<file path="src/rtl/gpio_link_tx_if.sv">
// Producer / far-end signal bundle for the GPIO link transmitter.
// The master side is the producer plus far end; the slave side is the transmitter.
interface gpio_link_tx_if #(
   parameter int DATA_W = 32,
   parameter int LANES  = 4
);
   logic              enable;
   logic [DATA_W-1:0] data_in;
   logic              data_rdy;
   logic              ready;
   logic [LANES-1:0]  gpio_data;
   logic              gpio_strobe;
   logic              gpio_frame;
   logic              gpio_ack;
   logic              done;
   logic              err;

   modport master (
      output enable, data_in, data_rdy, gpio_ack,
      input  ready, gpio_data, gpio_strobe, gpio_frame, done, err
   );

   modport slave (
      input  enable, data_in, data_rdy, gpio_ack,
      output ready, gpio_data, gpio_strobe, gpio_frame, done, err
   );
endinterface

</file>
<file path="src/rtl/gpio_link_tx.sv">
// Serialises one DATA_W word over LANES GPIO lines, LSB beat first, then waits
// for a synchronised acknowledge from the far end with a bounded timeout.
//
// state    | meaning
// IDLE     | waiting for data_rdy while enabled
// SEND     | shifting beats out, DIV cycles each, frame high
// WAIT_ACK | lanes quiet, waiting up to TIMEOUT cycles for synced ack
module gpio_link_tx #(
   parameter int DATA_W  = 32,
   parameter int LANES   = 4,
   parameter int DIV     = 4,
   parameter int TIMEOUT = 16
) (
   input logic           clock,
   input logic           reset,
   gpio_link_tx_if.slave bus
);
   localparam int BEATS = DATA_W / LANES;
   localparam int BW    = (BEATS > 1) ? $clog2(BEATS) : 1;
   localparam int CW    = $clog2(DIV);
   localparam int TW    = (TIMEOUT > 1) ? $clog2(TIMEOUT) : 1;

   typedef enum logic [1:0] {IDLE, SEND, WAIT_ACK} state_t;

   state_t            state;
   logic [DATA_W-1:0] shift;
   logic [DATA_W-1:0] shift_nx;
   logic [BW-1:0]     beat;
   logic [CW-1:0]     cyc_cnt;
   logic [TW-1:0]     tmr;
   logic              ack_s1;
   logic              ack_s2;
   logic [LANES-1:0]  data_r;
   logic              strobe_r;
   logic              frame_r;
   logic              done_r;
   logic              err_r;

   assign shift_nx        = shift >> LANES;
   assign bus.ready       = (state == IDLE) && bus.enable;
   assign bus.gpio_data   = data_r;
   assign bus.gpio_strobe = strobe_r;
   assign bus.gpio_frame  = frame_r;
   assign bus.done        = done_r;
   assign bus.err         = err_r;

   always_ff @(posedge clock) begin
      if (reset) begin
         state    <= IDLE;
         shift    <= '0;
         beat     <= '0;
         cyc_cnt  <= '0;
         tmr      <= '0;
         ack_s1   <= 1'b0;
         ack_s2   <= 1'b0;
         data_r   <= '0;
         strobe_r <= 1'b0;
         frame_r  <= 1'b0;
         done_r   <= 1'b0;
         err_r    <= 1'b0;
      end else begin
         ack_s1 <= bus.gpio_ack;
         ack_s2 <= ack_s1;
         done_r <= 1'b0;
         err_r  <= 1'b0;
         case (state)
            IDLE: begin
               if (bus.data_rdy && bus.enable) begin
                  shift    <= bus.data_in;
                  beat     <= '0;
                  cyc_cnt  <= '0;
                  data_r   <= bus.data_in[LANES-1:0];
                  strobe_r <= 1'b0;
                  frame_r  <= 1'b1;
                  state    <= SEND;
               end
            end
            SEND: begin
               if (!bus.enable) begin
                  state    <= IDLE;
                  shift    <= '0;
                  data_r   <= '0;
                  strobe_r <= 1'b0;
                  frame_r  <= 1'b0;
                  err_r    <= 1'b1;
               end else if (cyc_cnt == CW'(DIV - 1)) begin
                  cyc_cnt  <= '0;
                  strobe_r <= 1'b0;
                  if (beat == BW'(BEATS - 1)) begin
                     state   <= WAIT_ACK;
                     shift   <= '0;
                     data_r  <= '0;
                     frame_r <= 1'b0;
                     tmr     <= TW'(TIMEOUT - 1);
                  end else begin
                     beat   <= beat + 1'b1;
                     shift  <= shift_nx;
                     data_r <= shift_nx[LANES-1:0];
                  end
               end else begin
                  cyc_cnt  <= cyc_cnt + 1'b1;
                  // strobe covers the second half of every beat
                  strobe_r <= (cyc_cnt >= CW'(DIV / 2 - 1));
               end
            end
            WAIT_ACK: begin
               // ack wins over a simultaneous timeout
               if (!bus.enable) begin
                  err_r <= 1'b1;
                  state <= IDLE;
               end else if (ack_s2) begin
                  done_r <= 1'b1;
                  state  <= IDLE;
               end else if (tmr == '0) begin
                  err_r <= 1'b1;
                  state <= IDLE;
               end else begin
                  tmr <= tmr - 1'b1;
               end
            end
            default: state <= IDLE;
         endcase
      end
   end
endmodule

</file>
<file path="src/flat_wrapper.sv">
// flat-port wrapper written by rule: the top's interface ports become plain ports
module gpio_link_tx_flat 
#(
   parameter int DATA_W  = 32,
   parameter int LANES   = 4,
   parameter int DIV     = 4,
   parameter int TIMEOUT = 16
)
  (clock, reset, bus_enable, bus_data_in, bus_data_rdy, bus_gpio_ack, bus_ready, bus_gpio_data, bus_gpio_strobe, bus_gpio_frame, bus_done, bus_err);
  gpio_link_tx_if #(.DATA_W(DATA_W), .LANES(LANES)) bus_i ();
  input logic clock;
  input logic reset;
  input wire logic [$bits(bus_i.enable)-1:0] bus_enable;
  input wire logic [$bits(bus_i.data_in)-1:0] bus_data_in;
  input wire logic [$bits(bus_i.data_rdy)-1:0] bus_data_rdy;
  input wire logic [$bits(bus_i.gpio_ack)-1:0] bus_gpio_ack;
  output wire logic [$bits(bus_i.ready)-1:0] bus_ready;
  output wire logic [$bits(bus_i.gpio_data)-1:0] bus_gpio_data;
  output wire logic [$bits(bus_i.gpio_strobe)-1:0] bus_gpio_strobe;
  output wire logic [$bits(bus_i.gpio_frame)-1:0] bus_gpio_frame;
  output wire logic [$bits(bus_i.done)-1:0] bus_done;
  output wire logic [$bits(bus_i.err)-1:0] bus_err;
  assign bus_i.enable = bus_enable;
  assign bus_i.data_in = bus_data_in;
  assign bus_i.data_rdy = bus_data_rdy;
  assign bus_i.gpio_ack = bus_gpio_ack;
  assign bus_ready = bus_i.ready;
  assign bus_gpio_data = bus_i.gpio_data;
  assign bus_gpio_strobe = bus_i.gpio_strobe;
  assign bus_gpio_frame = bus_i.gpio_frame;
  assign bus_done = bus_i.done;
  assign bus_err = bus_i.err;
  gpio_link_tx #(.DATA_W(DATA_W), .LANES(LANES), .DIV(DIV), .TIMEOUT(TIMEOUT)) u_core (.clock(clock), .reset(reset), .bus(bus_i));
endmodule
</file>
<file path="config.mk">
export PLATFORM = sky130hd
export DESIGN_NAME = gpio_link_tx_flat
export DESIGN_NICKNAME = d
export VERILOG_FILES = /design/src/rtl/gpio_link_tx_if.sv /design/src/rtl/gpio_link_tx.sv /design/src/flat_wrapper.sv
export SDC_FILE = /design/constraint.sdc
export NUM_CORES = 1
export LEC_CHECK = 0
export BUFFER_PORTS_ARGS = -buffer_cell sky130_fd_sc_hd__clkbuf_2
export CAP_MARGIN = 20
export CORE_MARGIN = 4
export CORE_UTILIZATION = 45
export DETAILED_ROUTE_END_ITERATION = 16
export PLACE_DENSITY = 0.68
export SLEW_MARGIN = 40
export SYNTH_ARGS = -nofsm -noshare
export SYNTH_HDL_FRONTEND = slang
export SYNTH_SLANG_ARGS = --single-unit
</file>
<file path="constraint.sdc">
create_clock -name clock -period 1.83 [get_ports clock]
set_clock_uncertainty 0.1 [all_clocks]
set_input_delay 0.366 -clock clock [delete_from_list [all_inputs] [get_ports clock]]
set_output_delay 0.366 -clock clock [all_outputs]
set_load 0.005 [all_outputs]
</file>
Word level (Yosys, flattened, before mapping) --
Cells that the tools add are included.
Word-level totals: register bits 53, bits of input ports 37, output and inout bits 9
Operators by class: add/sub/neg operators 3, $lt $le $gt $ge 1, equal/unequal tests 15, mux-type cells 49, bitwise operators 2, reductions and logical operators 14
Operators by type and width (count):
- $mux W32 | 3
- $pmux W32 S2 | 1
- $mux W4 | 10
- $mux W28 | 1
- $mux W2 | 10
- $pmux W4 S2 | 2
- $mux W1 | 12
- $mux W3 | 4
- $ne A2 B2 Y1 const B | 6
- $reduce_and A4 Y1 | 2
- $reduce_and A7 Y1 | 1
- $ne A3 B2 Y1 const B | 2
- $pmux W1 S2 | 3
- $pmux W2 S3 | 1
- $pmux W3 S2 | 1
- $reduce_and A3 Y1 | 2
- $reduce_and A5 Y1 | 1
- $eq A2 B2 Y1 const B | 2
- $logic_not A4 Y1 | 1
- $ne A2 B1 Y1 const B | 2
- $ne A4 B2 Y1 const B | 1
- $pmux W2 S2 | 1
- $reduce_bool A2 Y1 | 2
- $sub A4 B1 Y4 const B | 1
- 10 further kinds | 12

Depth between registers and ports, before layout --
depth after elaboration 5, depth in mapped cells 7, mapped depth without buffers 6

Worst setup path before layout --
Ideal clock, no wire load.
kind reg2reg, from register u_core.tmr[0], to register u_core.state[0], setup time 128 ps, data arrival time 1607 ps, setup slack -5 ps, stages on the path, launching flop included 7, buffers on the path 0, period minus slack after synthesis 1835 ps, path through dfxtp_1 > inv_1 > ha_1 > or3b_4 > a222oi_1 > mux2i_1 > nor2_1
On the way: cells in the longest elaborated chain, start to end 3
RTL lines:
- start: declaration | RTL line gpio_link_tx.sv:30 | logic [TW-1:0] tmr;
- start signal: assignment | RTL line gpio_link_tx.sv:94 | tmr <= TW'(TIMEOUT - 1);
- start signal: assignment | RTL line gpio_link_tx.sv:118 | tmr <= tmr - 1'b1;
- $logic_not A4 Y1 | RTL line gpio_link_tx.sv:114 | end else if (tmr == '0) begin
- $ne A4 B2 Y1 (no source line)
- $reduce_and A4 Y1 (no source line)
- end signal: assignment | RTL line gpio_link_tx.sv:113 | state <= IDLE;
- end signal: assignment | RTL line gpio_link_tx.sv:116 | state <= IDLE;
- end signal: assignment | RTL line gpio_link_tx.sv:121 | default: state <= IDLE;
- end: declaration | RTL line gpio_link_tx.sv:25 | state_t state;
Every way passes these cells. A chain may end at the register's enable or synchronous reset.

Final worst setup path --
from register u_core.tmr[1], to register u_core.state[0]
The elaborated chain is that of the path after synthesis.

==> run_results.csv <==
group,metric,value,unit
clocking,clock_latency,0.31,ns
placed_design,place_ws,0.00478,ns
pwr,ir_drop,553,uV
setup_path,worstSetupPathType,"reg2reg",
synth,synth.avg_cell_area,9.03,um2
pwr,comb_power_share,32.8,%
detailed_routing,vias_per_cell,6.10,
detailed_routing,totalWireLength,6330,um
setup_path,cp_num_buf_inv,2,
setup_path,crit_chain,"inv_2 -> ha_4 -> or3b_4 -> a222oi_1 -> buf_4 -> mux2i_1 -> nor2_1",
global_routing,antenna_found_initial,0,
timing,min_period,1.79,ns
timing,fin_setup_tns,0,ns
timing,rsz0062_at_grt,"yes",
die,io_pins,46,
setup_path,slowest_stage,"or3b_4",
pwr,p_total,2.87,mW
synth,syn_area,2320,um2
synth,syn_nets,302,
setup_path,critPathCaptureType,"flip-flop",
placed_design,hpwlAfterDp,4130,um
synth,ys_seq_elements,49,
timing,relSlewSlack,71.3,%
clocking,clockRootBuffer,"clkbuf_8",
synth,syn_inst,257,
die,dieArea,6370,um2
final_layout,area.growth.synth_to_final,28.3,%
final_layout,nets,356,
die,core_area,4850,um2
clocking,cts.htree.levels,2,
timing,fmax,560,MHz
die,die_y,79.8,um
die,start_util,47.8,%
setup_path,cp_top_family,"simple AND/OR/NAND/NOR gates",
pwr,p_leak,1.16,nW
clocking,holdBufCountCts,0,
synth,synth_flop_cell,"dfxtp_1",
timing,hold_violations,0,
pwr,p_sw_share,32.6,%
setup_path,cp_data_required_time,1.91,ns
timing,setup_viol,0,
setup_path,critPathArrivalTime,1.86,ns
placed_design,place_congestion,0.869,
die,fp-row-count,25,
clocking,cts_tree,"built",
global_routing,grt_first_pass_wirelength,10000,um
timing,final.setup.worst_slack,0.0445,ns
setup_path,worst_setup_path_start_kind,"flip-flop",
clocking,numCtsBuffers,5,
detailed_routing,ant_nets,0,
synth,yosysWarnings,0,
placed_design,portBuffers,45,
final_layout,diodes,0,
final_layout,final_common_cell,"nor3_1",
pwr,switchingPower,0.933,mW
timing,slew_violations,0,
detailed_routing,drt_iter0_markers,266,
pwr,clock_power_share,22.5,%
pwr,p_per_area,963,nW/um2
global_routing,track_usage,19.6,%
final_layout,stdcell_area,2980,um2
synth,synthArstFlopShare,0,%
detailed_routing,wl_per_cell,16.7,um
status,status,"finished clean",
clocking,clockBufferDepth,2,
detailed_routing,vias,2311,
synth,synth_edf_count,0,
global_routing,grt_pass1_vias,2080,
final_layout,drive_gt1_share,34.3,%
die,dieWidth,79.8,um
clocking,cts.clk_slew.worst_paths,0.09,ns
placed_design,place_area,2780,um2
global_routing,grt_overflow,0,
final_layout,final_cell_mix,"56 x nor3_1, 45 x clkbuf_2, 43 x dfxtp_1",
timing,worst_pin_slew,0.431,ns
synth,synth_cell_type_count,35,
global_routing,grt_max_degree,37,
pwr,seqPwrFrac,44.6,%
setup_path,worstPathMaxFanout,2,
min_path,min_path_type,"in2reg",
pwr,p_int,1.93,mW
detailed_routing,firstDrtPassIters,14,
detailed_routing,remaining_drc_errors,0,
timing,fin_crit_sh,97.6,%
clocking,cts.sink_count,49,
setup_path,crit_path_max_incr_delay,0.38,ns
job,maxCapViolCount,0,
synth,ys_seq_area_share,42.3,%
## sequential cells by signal, indices dropped and copies added (netlist names), 2 cells and up
name,flops
u_core.shift,32
u_core.tmr,4
u_core.beat,3
u_core.state,2
u_core.cyc_cnt,2
## cell type report
class	count	area, um2
Multi-Input combinational cell	174	1240
Clock buffer	5	68.8
Fill cell	443	1870
Inverter	6	22.5
Clock inverter	3	22.5
Tap cell	67	83.8
Sequential cell	49	988
Timing Repair Buffer	75	547
## per-layer routing
| metal | GRT usage, % | vias to the layer above | wire, um |
|---|---|---|---|
| met5 | 0 | - | 0 |
| met4 | 3.55 | 0 | 29 |
| met3 | 4.51 | 4 | 504 |
| met2 | 29.8 | 107 | 2910 |
| met1 | 28.5 | 1093 | 2880 |
| li1 | - | 1107 | - |
## through the flow
step | hold WS (ns) | util, % | cells
2_1_floorplan | 0.314 | - | 257
3_3_place_gp | 0.315 | 57.3 | 368
3_5_place_dp | 0.343 | 57.3 | 368
4_1_cts | 0.197 | 59.8 | 378
5_1_grt | 0.208 | 61.4 | 379
6_report | 0.200 | 61.4 | 379
## what timing repair did
item	4_1_cts	5_1_grt
resized for setup	5	15
endpoints found under the setup margin	6	42
buffers inserted	2	0
cloned	0	1
pin swaps	1	9
## worst paths after layout
check                      from         endpoint  slack (ns)  cells past startpoint
setup / recovery  u_core.tmr[1]  u_core.state[0]        0.04                      7
hold / removal     bus_gpio_ack    u_core.ack_s1        0.20                      2
setup reg to reg  u_core.tmr[1]  u_core.state[0]        0.04                      7
hold reg to reg   u_core.ack_s1    u_core.ack_s2        0.36                      1
## cells by family after synthesis
kind of cell | synth area share, %
fa+ha+maj | 4.32
mux | 2.16
simple gates | 23.2
flops | 42.3
buf+inv | 6.42
compound gates | 21.6
## cells in the mapped netlist, types with 2 or more instances
library cell  instances  share of area [%]
a21oi_1              16                3.5
nor3b_1               2               0.65
a21bo_2               2               0.86
nand2_1               6               0.97
nor2_1                6               0.97
buf_4                 4                1.3
nand3_1              10                2.2
nand2b_1              4                1.1
nor2b_1               2               0.54
mux2i_1               5                2.2
ha_1                  8                4.3
a311oi_1              3                1.1
nand3b_1              3               0.97
inv_1                 5               0.81
buf_2                 5                1.1
and2_1                3               0.81
dfxtp_1              49                 42
a222oi_1             29                 13
nor3_1               56                 12
clkbuf_1             19                3.1
o21ai_0               6                1.3
## power by group through the flow
| stage | clock network, mW | registers [mW] | logic (mW) |
|---|---|---|---|
| 2_1_floorplan | 0 | 1.28 | 0.587 |
| 4_1_cts | 0.671 | 1.28 | 0.895 |
| 3_5_place_dp | 0 | 1.30 | 0.878 |
| 3_3_place_gp | 0 | 1.29 | 0.868 |
| 5_1_grt | 0.704 | 1.29 | 1.02 |
| 6_report | 0.646 | 1.28 | 0.941 |
(Power assumes the default switching activity.)
